[config.mk]
export PLATFORM = sky130hd
export DESIGN_NAME = sd_spi_card_responder
export DESIGN_NICKNAME = d
export VERILOG_FILES = /design/src/rtl/sd_spi_card_responder.sv
export SDC_FILE = /design/constraint.sdc
export NUM_CORES = 1
export LEC_CHECK = 0
export ABC_AREA = 1
export BUFFER_PORTS_ARGS = -buffer_cell sky130_fd_sc_hd__buf_2
export CORE_MARGIN = 8
export CORE_UTILIZATION = 50
export CTS_CLUSTER_SIZE = 40
export DETAILED_ROUTE_END_ITERATION = 10
export PLACE_DENSITY = 0.68
export SLEW_MARGIN = 20
export SYNTH_ARGS = -nofsm -noshare
export SYNTH_HDL_FRONTEND = slang
export SYNTH_SLANG_ARGS = --single-unit
[constraint.sdc]
create_clock -name clk -period 6.15 [get_ports clk]
set_input_delay 0.9225 -clock clk [delete_from_list [all_inputs] [get_ports clk]]
set_output_delay 0.9225 -clock clk [all_outputs]
set_load 0.005 [all_outputs]
[src/rtl/sd_spi_card_responder.sv]
// Card-side SD SPI-mode responder: oversamples SCLK/CS/DI, decodes CMD0/CMD8/CMD55/ACMD41, returns R1/R7.
// Optional frame CRC7 checking is enabled by defining SD_RESP_CRC_CHECK_EN.
module sd_spi_card_responder #(
   parameter int NCR_BYTES    = 1,
   parameter int INIT_RETRIES = 2
) (
   input  logic        clk,
   input  logic        rst_n,
   input  logic        SCLK,
   input  logic        CS,
   input  logic        DI,
   output logic        DO,
   output logic        cmdValid,
   output logic [5:0]  cmdIndex,
   output logic [31:0] cmdArg,
   output logic        cardReady
);

   typedef enum logic [2:0] {S_IDLE, S_HUNT, S_RX, S_NCR, S_TX} state_t;

   localparam logic [6:0] LP_NCR_FALLS = 7'(NCR_BYTES * 8);
   localparam logic [7:0] LP_RETRIES   = 8'(INIT_RETRIES);

   state_t      r_state;
   logic [2:0]  r_sclk_sync;
   logic [1:0]  r_cs_sync;
   logic [1:0]  r_di_sync;
   logic [46:0] r_shift;
   logic [5:0]  r_bit_cnt;
   logic [6:0]  r_ncr_cnt;
   logic [5:0]  r_tx_cnt;
   logic [5:0]  r_resp_len;
   logic [39:0] r_resp;
   logic        r_do;
   logic        r_cmd_valid;
   logic [5:0]  r_cmd_index;
   logic [31:0] r_cmd_arg;
   logic        r_card_ready;
   logic        r_idle;
   logic        r_app_cmd;
   logic [7:0]  r_acmd_cnt;

   logic        w_rise;
   logic        w_fall;
   logic        w_cs;
   logic        w_di;
   logic [47:0] w_frame;
   logic        w_idle_nx;
   logic        w_app_nx;
   logic [7:0]  w_acnt_nx;
   logic        w_ready_nx;
   logic [7:0]  w_r1;
   logic [5:0]  w_resp_len;
   logic [39:0] w_resp;

   assign DO        = r_do;
   assign cmdValid  = r_cmd_valid;
   assign cmdIndex  = r_cmd_index;
   assign cmdArg    = r_cmd_arg;
   assign cardReady = r_card_ready;

   // Synchronizers carry no reset so a reset can never fabricate an SCLK edge.
   always_ff @(posedge clk) begin
      r_sclk_sync <= {r_sclk_sync[1:0], SCLK};
      r_cs_sync   <= {r_cs_sync[0], CS};
      r_di_sync   <= {r_di_sync[0], DI};
   end

   assign w_rise  = r_sclk_sync[1] & ~r_sclk_sync[2];
   assign w_fall  = ~r_sclk_sync[1] & r_sclk_sync[2];
   assign w_cs    = r_cs_sync[1];
   assign w_di    = r_di_sync[1];
   assign w_frame = {r_shift, w_di};

`ifdef SD_RESP_CRC_CHECK_EN
   function automatic logic [6:0] crc7(input logic [39:0] d);
      logic [6:0] c;
      logic       fb;
      c = 7'h00;
      for (int i = 39; i >= 0; i--) begin
         fb = d[i] ^ c[6];
         c  = {c[5:0], 1'b0} ^ (fb ? 7'h09 : 7'h00);
      end
      return c;
   endfunction
`else
   logic w_unused_bits;
   assign w_unused_bits = &{w_frame[47], w_frame[7:1]};
`endif

   always_comb begin
      w_idle_nx  = r_idle;
      w_app_nx   = 1'b0;
      w_acnt_nx  = r_acmd_cnt;
      w_ready_nx = r_card_ready;
      w_r1       = {5'b0, 1'b1, 1'b0, r_idle};
      w_resp_len = 6'd8;
      case (w_frame[45:40])
         6'd0: begin
            w_idle_nx  = 1'b1;
            w_acnt_nx  = 8'd0;
            w_ready_nx = 1'b0;
            w_r1       = 8'h01;
         end
         6'd8: begin
            w_r1       = {7'b0, r_idle};
            w_resp_len = 6'd40;
         end
         6'd55: begin
            w_app_nx = 1'b1;
            w_r1     = {7'b0, r_idle};
         end
         6'd41: if (r_app_cmd) begin
            w_r1 = 8'h00;
            if (r_idle) begin
               if (r_acmd_cnt != 8'hFF) w_acnt_nx = r_acmd_cnt + 8'd1;
               if (r_acmd_cnt < LP_RETRIES) w_r1 = 8'h01;
               else begin
                  w_idle_nx  = 1'b0;
                  w_ready_nx = 1'b1;
               end
            end
         end
         default: ;
      endcase
      w_resp = (w_resp_len == 6'd40) ? {w_r1, 20'h00000, w_frame[19:8]} : {w_r1, 32'h0};
`ifdef SD_RESP_CRC_CHECK_EN
      if (crc7(w_frame[47:8]) != w_frame[7:1]) begin
         w_idle_nx  = r_idle;
         w_app_nx   = r_app_cmd;
         w_acnt_nx  = r_acmd_cnt;
         w_ready_nx = r_card_ready;
         w_resp_len = 6'd8;
         w_resp     = {4'b0000, 1'b1, 2'b00, r_idle, 32'h0};
      end
`endif
   end

   always_ff @(posedge clk) begin
      if (!rst_n) begin
         r_state      <= S_IDLE;
         r_do         <= 1'b1;
         r_cmd_valid  <= 1'b0;
         r_cmd_index  <= 6'd0;
         r_cmd_arg    <= 32'd0;
         r_card_ready <= 1'b0;
         r_idle       <= 1'b1;
         r_app_cmd    <= 1'b0;
         r_acmd_cnt   <= 8'd0;
      end else begin
         r_cmd_valid <= 1'b0;
         if (w_cs) begin
            r_state <= S_IDLE;
            r_do    <= 1'b1;
         end else begin
            case (r_state)
               S_IDLE: r_state <= S_HUNT;
               S_HUNT: if (w_rise && !w_di) begin
                  r_shift   <= 47'd0;
                  r_bit_cnt <= 6'd1;
                  r_state   <= S_RX;
               end
               S_RX: if (w_rise) begin
                  r_shift   <= w_frame[46:0];
                  r_bit_cnt <= r_bit_cnt + 6'd1;
                  if (r_bit_cnt == 6'd47) begin
                     if (w_frame[46] && w_frame[0]) begin
                        r_cmd_valid  <= 1'b1;
                        r_cmd_index  <= w_frame[45:40];
                        r_cmd_arg    <= w_frame[39:8];
                        r_idle       <= w_idle_nx;
                        r_app_cmd    <= w_app_nx;
                        r_acmd_cnt   <= w_acnt_nx;
                        r_card_ready <= w_ready_nx;
                        r_resp       <= w_resp;
                        r_resp_len   <= w_resp_len;
                        r_ncr_cnt    <= 7'd0;
                        r_tx_cnt     <= 6'd0;
                        r_state      <= S_NCR;
                     end else begin
                        r_state <= S_HUNT;
                     end
                  end
               end
               S_NCR: if (w_fall) begin
                  r_do      <= 1'b1;
                  r_ncr_cnt <= r_ncr_cnt + 7'd1;
                  if (r_ncr_cnt == LP_NCR_FALLS - 7'd1) r_state <= S_TX;
               end
               S_TX: if (w_fall) begin
                  if (r_tx_cnt == r_resp_len) begin
                     r_do    <= 1'b1;
                     r_state <= S_HUNT;
                  end else begin
                     r_do     <= r_resp[39];
                     r_resp   <= {r_resp[38:0], 1'b1};
                     r_tx_cnt <= r_tx_cnt + 6'd1;
                  end
               end
               default: r_state <= S_IDLE;
            endcase
         end
      end
   end

endmodule
==> impl_results.md <==
- CTS tree: built
- I/O pins: 46
- Final Setup Violations: 0
- Clock Sink Count: ~170
- Synth unique cells: 32
- Seq pwr share: 47.8%
- Crit end category: flop
- Share of layout cells above drive strength 1: 11.4%
- Final Cycle Share: between 50% and 60%
- Critical Path AT: around 3.7 ns
- Die X: between 100 and 150 um
- Total power: between 2 and 3 mW
- Gr ovfl total: 0
- Largest cells by area after synthesis: edfxtp_1 46%, dfxtp_1 18%, inv_1 7.9%
- # nets final: between 700 and 800
- Crit path time final: roughly 3.6 ns
- Initial Util: about half
- I/O Buffers: 45
- Cell Pwr Density: 359 nW/um2
- Mean Syn Cell Area: between 9 and 10 um2
- Slew Viols, Final: 0
- Hold WC Path Type: reg -> reg
- Slew margin rel.: roughly half
- Number of global-route vias before repair: around 4,600
- Drt pass-1 iters: 6
- Max Fanout on Critical Path: 40
- Clock Pin Slew Worst Setup and Hold Paths: about 0.06 ns
- Synth Net Count: between 700 and 800
- Post-synth EDFFs: roughly 110
- Clk pwr share: roughly 40%
- Resized cells post-CTS: 0
- Residual DRC count: 0
- RSZ-0062 raised after global routing: no
- Net Sw Frac: ~26%
- Final Wtd Congestion: between 0.8 and 0.9
- Cell-internal power: around 2.1 mW
- Max Clk Rate: approximately 0.28 GHz
- WL/cell: 13.5 um
- CTS HTree Levels: 4
- Area Overhead vs Synth: 14.7%
- Flops & latches, synth: approximately 170
- Area of the mapped netlist: slightly below 7000 um2
- Pin count of the biggest net entering global routing: 82
- Final Hold Viols: 0
- Die Height: 133 um
- First-pass GRT wire length: roughly 22,000 um
- Core area: 13,700 um2
- Setup Fix Bufs, Post-CTS: 0
- Overall routing resource usage: 15.0%
- Clock buffer count from CTS: 17
- Vias: 4,741
- Seq/Total Area, Yosys: 63.9%
- Worst Tran Pin Value: about 0.77 ns
- Synth Flop Type: edfxtp_1
- Initial drt markers: 340
- Rows: 43
- FFs w/ async S/R, synth: 0%
- Initial antenna violation count: 0
- Critical Path RT: 6.24 ns
- Max Cap Viol: 0
- DRT Wirelength: approximately 13,000 um
- P_sw: between 0.7 and 0.8 mW
- Detailed placer's ending HPWL: 8280 um
- DIE AREA: between 15,000 and 20,000 um2
- CTS Hold Buffers Added: 0
- Post-DRT Antenna Nets: 0
- Status: finished clean
- CP Launch Type: primary input
- Synth cell count leaders: 146 x inv_1, 127 x nor2_1, 106 x edfxtp_1
- Hold WS: about 0.33 ns
- CTS max path bufs: 2
- Ys Warns: 0
- Insertion delay to the later sink of the worst-skew pair: 0.43 ns
- Worst Skew: 0.00845 ns
- Crit path kind: in -> reg
- Final setup TNS: 0 ns
- Synth top area share: approximately 46%
- Maximum vdd drop: 0.264 mV
- Mean number of vias per cell: between 4 and 5
- Most frequent cell after synthesis: inv_1
- Synth area leader: edfxtp_1
- Root Buffer: clkbuf_16
- Combinational share of power: between 10% and 20%
- Ant. Diodes: 0
- Mapped Cells: between 700 and 800
- Leakage: between 3 and 4 nW
-- flip-flops by register name, indices dropped and copies added, names as in the netlist --
| signal | count |
|---|---|
| r_shift | 46 |
| r_bit_cnt | 6 |
| r_cs_sync | 2 |
| r_ncr_cnt | 7 |
| cardReady | 1 |
| r_idle | 1 |
| r_tx_cnt | 6 |
| r_app_cmd | 1 |
| cmdArg | 32 |
| r_acmd_cnt | 8 |
| r_resp_len | 1 |
| r_di_sync | 2 |
| cmdValid | 1 |
| r_sclk_sync | 3 |
| r_state | 3 |
| r_resp | 40 |
| cmdIndex | 6 |
| DO | 1 |
-- worst max-delay path, cell delays in order --
cell and delay (ns):
buf_2 0.48, inv_1 0.34, nor2_1 0.33, o21ai_0 0.25, or2_2 0.39, nor2_4 0.51, buf_4 0.43
-- logic make-up after synthesis --
family	count (synthesis)	synth area share (%)
AOI/OAI and AO/OA	128	9.89
xor gates and xnor gates	4	0.508
adders and majority gates	5	0.907
buffers and inverters	174	9.60
DFF	167	63.9
and+or+nand+nor	249	15.2
-- cell type report --
type / count / area, um2
clock inverter: 10 / 139
timing repair buffer: 47 / 240
fill: 1183 / 5760
multi-input combinational: 386 / 1850
sequential: 167 / 4400
inverter: 148 / 556
clock buffer: 22 / 497
tap: 180 / 225
-- routing by layer --
metal | up-vias | wire length [um] | GRT usage, %
met4 | 0 | 155 | 6.11
met3 | 14 | 563 | 4.63
li1 | 2415 | - | -
met2 | 97 | 6210 | 23.7
met1 | 2215 | 6050 | 18.8
met5 | - | 0 | 0
-- cells in the final DEF (no fill, tap or decap), drive strengths merged, types with 2 or more instances in the layout --
cell type	synthesis	final
dfxtp	61	61
nand3	24	24
nand4	2	2
clkinv	0	5
clkbuf	18	22
bufinv	0	3
edfxtp	106	106
or2	2	2
inv	148	150
nand3b	5	5
ha	5	5
nor2	130	130
a21oi	62	62
a31oi	3	3
nor3	7	7
nand2	77	77
o21ai	48	48
a211oi	2	2
o31ai	11	11
xnor2	3	3
buf	8	47
-- power groups by stage --
stage | combinational [mW] | clock (mW) | sequential (mW)
floorplan | 0.279 | 0 | 1.37
global placement | 0.344 | 0 | 1.37
detailed placement | 0.361 | 0 | 1.38
CTS | 0.365 | 1.14 | 1.36
global route | 0.415 | 1.19 | 1.37
finish | 0.361 | 1.12 | 1.36
-- path summary, 6_finish.rpt --
kind,start,endpoint,slack [ns],depth (start not counted)
worst min register to register,r_cs_sync[0],r_cs_sync[1],0.33,0
worst min-delay path,r_cs_sync[0],r_cs_sync[1],0.33,0
worst max-delay path,rst_n,r_resp[23],2.57,7
worst max register to register,r_state[1],r_acmd_cnt[1],2.95,7
-- stage by stage --
stage / area, um2 / cells / utilization (%) / worst slack [ns]
6_report: 7910 / 960 / 57.9 / 2.57
5_1_grt: 7910 / 960 / 57.9 / 2.34
4_1_cts: 7910 / 960 / 57.9 / 2.57
3_5_place_dp: 7270 / 928 / 53.2 / 2.13
3_3_place_gp: 7270 / 928 / 53.2 / 2.31
2_1_floorplan: 6890 / 727 / - / 0.462
(Power assumes the default switching activity.)
